**src/rtl/cr_clic_int_req_if.sv**
```systemverilog
// Core-side CLIC request/claim bundle: arbiter winner and priorities in,
// level request and one-hot claim pulse out.
interface cr_clic_int_req_if #(
  parameter int INT_NUM    = 32,
  parameter int ID_WIDTH   = 5,
  parameter int PRIO_WIDTH = 6
);
  logic [INT_NUM-1:0]            arb_sel_onehot;
  logic [PRIO_WIDTH*INT_NUM-1:0] int_prio_vec;
  logic [INT_NUM-1:0]            int_pending;
  logic [PRIO_WIDTH-1:0]         cpu_int_thresh;
  logic                          cpu_int_en;
  logic                          cpu_int_ack;
  logic                          clic_cpu_int_req;
  logic [ID_WIDTH-1:0]           clic_cpu_int_id;
  logic [PRIO_WIDTH-1:0]         clic_cpu_int_prio;
  logic                          clic_int_claim_vld;
  logic [INT_NUM-1:0]            clic_int_claim_onehot;

  // Controller side
  modport slave (
    input  arb_sel_onehot, int_prio_vec, int_pending,
           cpu_int_thresh, cpu_int_en, cpu_int_ack,
    output clic_cpu_int_req, clic_cpu_int_id, clic_cpu_int_prio,
           clic_int_claim_vld, clic_int_claim_onehot
  );

  // Arbiter/core side
  modport master (
    output arb_sel_onehot, int_prio_vec, int_pending,
           cpu_int_thresh, cpu_int_en, cpu_int_ack,
    input  clic_cpu_int_req, clic_cpu_int_id, clic_cpu_int_prio,
           clic_int_claim_vld, clic_int_claim_onehot
  );
endinterface

```
**src/rtl/cr_clic_int_req.sv**
```systemverilog
// Interrupt request/claim controller: qualifies the arbiter winner against
// threshold and enable, holds a level request to the core (retargeting while
// waiting) and returns a one-cycle one-hot claim on acknowledge.
//
// state | meaning
// IDLE  | no request outstanding; id/prio hold their last value
// REQ   | request presented to the core, candidate may retarget it
// CLAIM | one-cycle claim pulse for the acknowledged id
module cr_clic_int_req #(
  parameter int INT_NUM    = 32,
  parameter int ID_WIDTH   = 5,
  parameter int PRIO_WIDTH = 6
) (
  input  logic               forever_cpuclk,
  input  logic               cpurst_b,
  cr_clic_int_req_if.slave   bus
);

  typedef enum logic [1:0] {
    IDLE  = 2'b00,
    REQ   = 2'b01,
    CLAIM = 2'b10
  } state_e;

  state_e                state_q, state_d;
  logic [ID_WIDTH-1:0]   id_q, id_d;
  logic [PRIO_WIDTH-1:0] prio_q, prio_d;

  logic [ID_WIDTH-1:0]   cand_id;
  logic [PRIO_WIDTH-1:0] cand_prio;
  logic                  cand_pend;
  logic                  cand_ok;

  // Encode the one-hot winner into id and priority with OR-based muxing
  always_comb begin
    cand_id   = '0;
    cand_prio = '0;
    for (int k = 0; k < INT_NUM; k++) begin
      if (bus.arb_sel_onehot[k]) begin
        cand_id = cand_id | ID_WIDTH'(k);
      end
      cand_prio = cand_prio |
                  (bus.int_prio_vec[PRIO_WIDTH*k +: PRIO_WIDTH] & {PRIO_WIDTH{bus.arb_sel_onehot[k]}});
    end
  end

  assign cand_pend = |(bus.arb_sel_onehot & bus.int_pending);
  assign cand_ok   = bus.cpu_int_en & cand_pend & (cand_prio > bus.cpu_int_thresh);

  // State and latched request registers
  always_ff @(posedge forever_cpuclk or negedge cpurst_b) begin
    if (!cpurst_b) begin
      state_q <= IDLE;
      id_q    <= '0;
      prio_q  <= '0;
    end else begin
      state_q <= state_d;
      id_q    <= id_d;
      prio_q  <= prio_d;
    end
  end

  // Next state; ack dominates retarget and withdraw while requesting
  always_comb begin
    state_d = state_q;
    id_d    = id_q;
    prio_d  = prio_q;
    case (state_q)
      IDLE: begin
        if (cand_ok) begin
          state_d = REQ;
          id_d    = cand_id;
          prio_d  = cand_prio;
        end
      end
      REQ: begin
        if (bus.cpu_int_ack) begin
          state_d = CLAIM;
        end else if (cand_ok) begin
          id_d   = cand_id;
          prio_d = cand_prio;
        end else begin
          state_d = IDLE;
        end
      end
      CLAIM:   state_d = IDLE;
      default: state_d = IDLE;
    endcase
  end

  assign bus.clic_cpu_int_req      = (state_q == REQ);
  assign bus.clic_cpu_int_id       = id_q;
  assign bus.clic_cpu_int_prio     = prio_q;
  assign bus.clic_int_claim_vld    = (state_q == CLAIM);
  // Ids beyond INT_NUM shift out and yield an all-zero claim
  assign bus.clic_int_claim_onehot = (state_q == CLAIM) ? (INT_NUM'(1) << id_q) : '0;

endmodule
```
**src/flat_wrapper.sv**
```systemverilog
// flat-port wrapper written by rule: the top's interface ports become plain ports
module cr_clic_int_req_flat 
#(
  parameter int INT_NUM    = 32,
  parameter int ID_WIDTH   = 5,
  parameter int PRIO_WIDTH = 6
)
  (forever_cpuclk, cpurst_b, bus_arb_sel_onehot, bus_int_prio_vec, bus_int_pending, bus_cpu_int_thresh, bus_cpu_int_en, bus_cpu_int_ack, bus_clic_cpu_int_req, bus_clic_cpu_int_id, bus_clic_cpu_int_prio, bus_clic_int_claim_vld, bus_clic_int_claim_onehot);
  cr_clic_int_req_if #(.INT_NUM(INT_NUM), .ID_WIDTH(ID_WIDTH), .PRIO_WIDTH(PRIO_WIDTH)) bus_i ();
  input  logic forever_cpuclk;
  input  logic cpurst_b;
  input wire logic [$bits(bus_i.arb_sel_onehot)-1:0] bus_arb_sel_onehot;
  input wire logic [$bits(bus_i.int_prio_vec)-1:0] bus_int_prio_vec;
  input wire logic [$bits(bus_i.int_pending)-1:0] bus_int_pending;
  input wire logic [$bits(bus_i.cpu_int_thresh)-1:0] bus_cpu_int_thresh;
  input wire logic [$bits(bus_i.cpu_int_en)-1:0] bus_cpu_int_en;
  input wire logic [$bits(bus_i.cpu_int_ack)-1:0] bus_cpu_int_ack;
  output wire logic [$bits(bus_i.clic_cpu_int_req)-1:0] bus_clic_cpu_int_req;
  output wire logic [$bits(bus_i.clic_cpu_int_id)-1:0] bus_clic_cpu_int_id;
  output wire logic [$bits(bus_i.clic_cpu_int_prio)-1:0] bus_clic_cpu_int_prio;
  output wire logic [$bits(bus_i.clic_int_claim_vld)-1:0] bus_clic_int_claim_vld;
  output wire logic [$bits(bus_i.clic_int_claim_onehot)-1:0] bus_clic_int_claim_onehot;
  assign bus_i.arb_sel_onehot = bus_arb_sel_onehot;
  assign bus_i.int_prio_vec = bus_int_prio_vec;
  assign bus_i.int_pending = bus_int_pending;
  assign bus_i.cpu_int_thresh = bus_cpu_int_thresh;
  assign bus_i.cpu_int_en = bus_cpu_int_en;
  assign bus_i.cpu_int_ack = bus_cpu_int_ack;
  assign bus_clic_cpu_int_req = bus_i.clic_cpu_int_req;
  assign bus_clic_cpu_int_id = bus_i.clic_cpu_int_id;
  assign bus_clic_cpu_int_prio = bus_i.clic_cpu_int_prio;
  assign bus_clic_int_claim_vld = bus_i.clic_int_claim_vld;
  assign bus_clic_int_claim_onehot = bus_i.clic_int_claim_onehot;
  cr_clic_int_req #(.INT_NUM(INT_NUM), .ID_WIDTH(ID_WIDTH), .PRIO_WIDTH(PRIO_WIDTH)) u_core (.forever_cpuclk(forever_cpuclk), .cpurst_b(cpurst_b), .bus(bus_i));
endmodule
```
**config.mk**
```make
export PLATFORM = sky130hd
export DESIGN_NAME = cr_clic_int_req_flat
export DESIGN_NICKNAME = d
export VERILOG_FILES = /design/src/rtl/cr_clic_int_req_if.sv /design/src/rtl/cr_clic_int_req.sv /design/src/flat_wrapper.sv
export SDC_FILE = /design/constraint.sdc
export NUM_CORES = 1
export LEC_CHECK = 0
export CAP_MARGIN = 0
export CORE_AREA = 2 2 121 123
export CTS_CLUSTER_DIAMETER = 200
export CTS_CLUSTER_SIZE = 25
export DETAILED_ROUTE_END_ITERATION = 10
export DIE_AREA = 0 0 123 125
export HOLD_SLACK_MARGIN = 0.05
export PLACE_DENSITY_LB_ADDON = 0.08
export SYNTH_ARGS = -nofsm -noshare
export SYNTH_HDL_FRONTEND = slang
export SYNTH_SLANG_ARGS = --single-unit
```
**constraint.sdc**
```tcl
create_clock -name forever_cpuclk -period 1.5 [get_ports forever_cpuclk]
set_input_delay 0.3 -clock forever_cpuclk [delete_from_list [all_inputs] [get_ports forever_cpuclk]]
set_output_delay 0.3 -clock forever_cpuclk [all_outputs]
set_load 0.03 [all_outputs]
```
==> impl_metrics.ini, run 1 <==
[flow_run]
cap_violations = 0

[yosys]
synth-compound-area-share = 0.390
ys_types = 33
syn_avg_cell_area_um2 = 7.89
ys.flop_type = dfrtp_1
ys_seq_area_frac = 0.137
synthCells = 300
synthArstFlopShare = 1.00
synth_simple_gate_area_share = 0.264
synth-adder-area-share = 0.0317
syn_nets = 572
syn_area_mm2 = 0.00237
ys_warn_count = 0
synth_top_family_by_area = compound AO/OA/AOI/OAI gates
yosysTopAreaCellShare = 0.330
post-synth-top-count-cell = a22oi_1
ys_ff_latch = 13
yosysTopAreaCell = a22oi_1
synth_edf_count = 0
synth_commonest_cells = 104 x a22oi_1, 35 x nor2_1, 27 x nand4_1
synth_area_leaders = a22oi_1 33%, dfrtp_1 14%, nand4_1 7.1%
synth_xor_area_frac = 0
synth_mux_area_frac = 0.0645

[sta]
finalMaxSlewViolations = 0
final.period_utilization = 1.84
setup_slack_ns = -1.26
rsz0062_at_grt = true
finalHoldViolCount = 0
tightestPinTransition_ns = 0.405
max_freq_ghz = 0.363
slew_headroom = 0.728
setup_viol = 44
final.setup_skew_ns = 0.00139
post-route-min-period_ns = 2.76

[floorplanning]
die_x_um = 123
die-height_um = 125
dieArea_mm2 = 0.0154
coreArea_mm2 = 0.0142
start_util = 0.167
ios = 311
rows = 44

[clocking]
cts-root-buf = clkbuf_16
cts.sinks = 13
ctsHtreeMaxLevel = 1
cts.path.max_buffers = 2
path_clk_slew_ns = 0.04
clk_latency_ns = 0.24
cts_buffers = 3
ctsHoldBuffers = 0
cts_tree = done

[drt]
ant_nets = 0
routed_wl_mm = 21.8
via_per_inst = 4.99
dr.pass1.iters = 4
wl_per_cell_um = 24.6
drtIter0Drc = 177
drc = 0
vias = 4423

[outcome]
violations = negative setup slack
status = finished with violations

[power_and_ir_drop]
ir_drop_v = 0.000482
p_switching_uw = 766
power.total_mw = 2.38
clkPwrFrac = 0.213
combPwrFrac = 0.635
p_seq_frac = 0.152
swShare = 0.322
powerDensity_mw_per_mm2 = 325
p_leak_nw = 3.31
p_int_mw = 1.61

[min_path]
hp-class = input port to async pin

[setup_path]
r2r_start = u_core.state_q[0]$_DFFE_PN0P_
path_max_fanout = 5
reg2reg_slack_ns = -0.11
worst_setup_path_end_kind = register
critPathRequiredTime_ns = 1.63
r2r_end = u_core.bus.clic_cpu_int_prio[1]$_DFFE_PN0P_
cp-start-kind = input port
crit_chain = clkbuf_4 -> buf_6 -> a22oi_2 -> nand4_1 -> or4_4 -> ha_4 -> nor2b_4 -> o21ai_2 -> a311oi_2 -> buf_4 -> mux2_4
path_class = input port to register
arrival_ns = 2.88
ff2ff_path_depth = 6
cpPeakStageDelay_ns = 0.59
slowest_stage = or4_4

[placed_design]
numPortBuffers = 310
gp_congestion = 0.923
dp_hpwl_mm = 18.6
place_inst = 853

[finish]
area_growth_pct = 209
register_area_um2 = 328
multi_input_area_mm2 = 0.00258
n_fill_cell = 1389
final_layout_size_suffix_gt1_frac = 0.477
fin_cells = 886
nNetsFinal = 965

[grt]
grt_pass1_vias = 5033
grt_max_degree = 14
grt_pass1_wl_mm = 31.1
antenna_found_initial = 12
grt.total_usage = 0.277
overflow = 0
==> power by group through the flow <==
stage / logic (mW) / registers [mW] / clock network, mW
floorplan: 0.416 / 0.365 / 0
global placement: 1.43 / 0.366 / 0
detailed placement: 1.43 / 0.366 / 0
CTS: 1.49 / 0.360 / 0.509
global route: 1.59 / 0.360 / 0.531
finish: 1.51 / 0.360 / 0.507
==> final cells by class <==
type                       count  share of cell area
timing repair buffer         423               0.553
multi-input combinational    246               0.353
sequential                    13              0.0448
tap                          184              0.0315
clock buffer                   4              0.0108
antenna                       10             0.00342
inverter                       6             0.00308
==> how the worst max path moves through the flow <==
stage | start | endpoint | slack, ns | cells after the start
floorplan | bus_arb_sel_onehot[15] | u_core.bus.clic_cpu_int_id[0]$_DFFE_PN0P_ | -1.29 | 11
global placement | bus_arb_sel_onehot[25] | u_core.bus.clic_cpu_int_id[1]$_DFFE_PN0P_ | -2.10 | 11
detailed placement | bus_arb_sel_onehot[25] | u_core.bus.clic_cpu_int_id[2]$_DFFE_PN0P_ | -2.12 | 11
CTS | bus_arb_sel_onehot[7] | u_core.bus.clic_cpu_int_id[2]$_DFFE_PN0P_ | -1.36 | 13
global route | bus_arb_sel_onehot[2] | u_core.bus.clic_cpu_int_prio[4]$_DFFE_PN0P_ | -1.33 | 11
finish | bus_arb_sel_onehot[9] | u_core.bus.clic_cpu_int_prio[1]$_DFFE_PN0P_ | -1.26 | 11
==> cells by family (layout without fill, tap and decap cells) <==
family          Yosys count  after routing
compound gates          116            116
fa+ha+maj                 6              6
buf+inv                  41            433
flops                    13             13
mux                      11             11
other cells               0             10
simple gates            113            113
==> metrics by stage <==
| stage | hold slack (ns) | util | TNS (ns) | worst slack (ns) | instance area [µm²] |
|---|---|---|---|---|---|
| floorplan | 0.00441 | - | -18.54 | -1.29 | 2710 |
| global placement | 0.513 | 0.448 | -25.06 | -2.10 | 6360 |
| detailed placement | 0.497 | 0.448 | -25.36 | -2.12 | 6360 |
| CTS | 0.373 | 0.500 | -23.41 | -1.36 | 7100 |
| global route | 0.393 | 0.515 | -24.64 | -1.33 | 7310 |
| finish | 0.363 | 0.515 | -22.40 | -1.26 | 7320 |
==> worst max-delay path, delay by kind of cell <==
kind | cells | cell delay (ns)
adders and majority gates | 1 | 0.29
AOI/OAI and AO/OA | 3 | 0.56
muxes | 1 | 0.30
and+or+nand+nor | 3 | 0.85
buffers and inverters | 3 | 0.56
==> placed cells by master (no fill, tap or decap), drive strengths merged, types with 2 or more instances in the layout <==
cell type	instances
inv	6
nand4b	2
nor4	11
nor2	35
diode	10
ha	6
clkdlybuf4s15	11
nand2	8
nand2b	2
dlygate4sd2	106
nand3	8
or4	9
a22oi	112
and2	2
nand4	28
nor2b	6
dlymetal6s2s	48
mux2	10
buf	178
clkbuf	10
dfrtp	13
clkdlybuf4s50	74
==> routing by layer <==
metal / track usage / vias to the layer above / part of all wire
met4: 0.0922 / 4 / 0.035
met1: 0.315 / 2101 / 0.37
li1: - / 2023 / -
met2: 0.507 / 249 / 0.52
met3: 0.0543 / 46 / 0.076
met5: 0 / - / 0.0011
==> state kept, by name, indices dropped and copies added, names as in the netlist <==
signal / cells
u_core.bus.clic_cpu_int_prio: 6
u_core.bus.clic_cpu_int_id: 5
u_core.state_q: 2
==> timing repair <==
action | 4_1_cts | 5_1_grt
gates resized for setup | 390 | 123
endpoints found under the setup margin | 52 | 44
setup buffers | 26 | 2
gates cloned | 0 | 0
pin swaps | 106 | 80
Note: power is estimated with default switching activity, not from simulation.
==> run 2, diff against run 1 <==
CTS_CLUSTER_DIAMETER = default   (was 200)
==> results of run 2 <==
The final DEF is identical to that of run 1; final timing and power are the same.
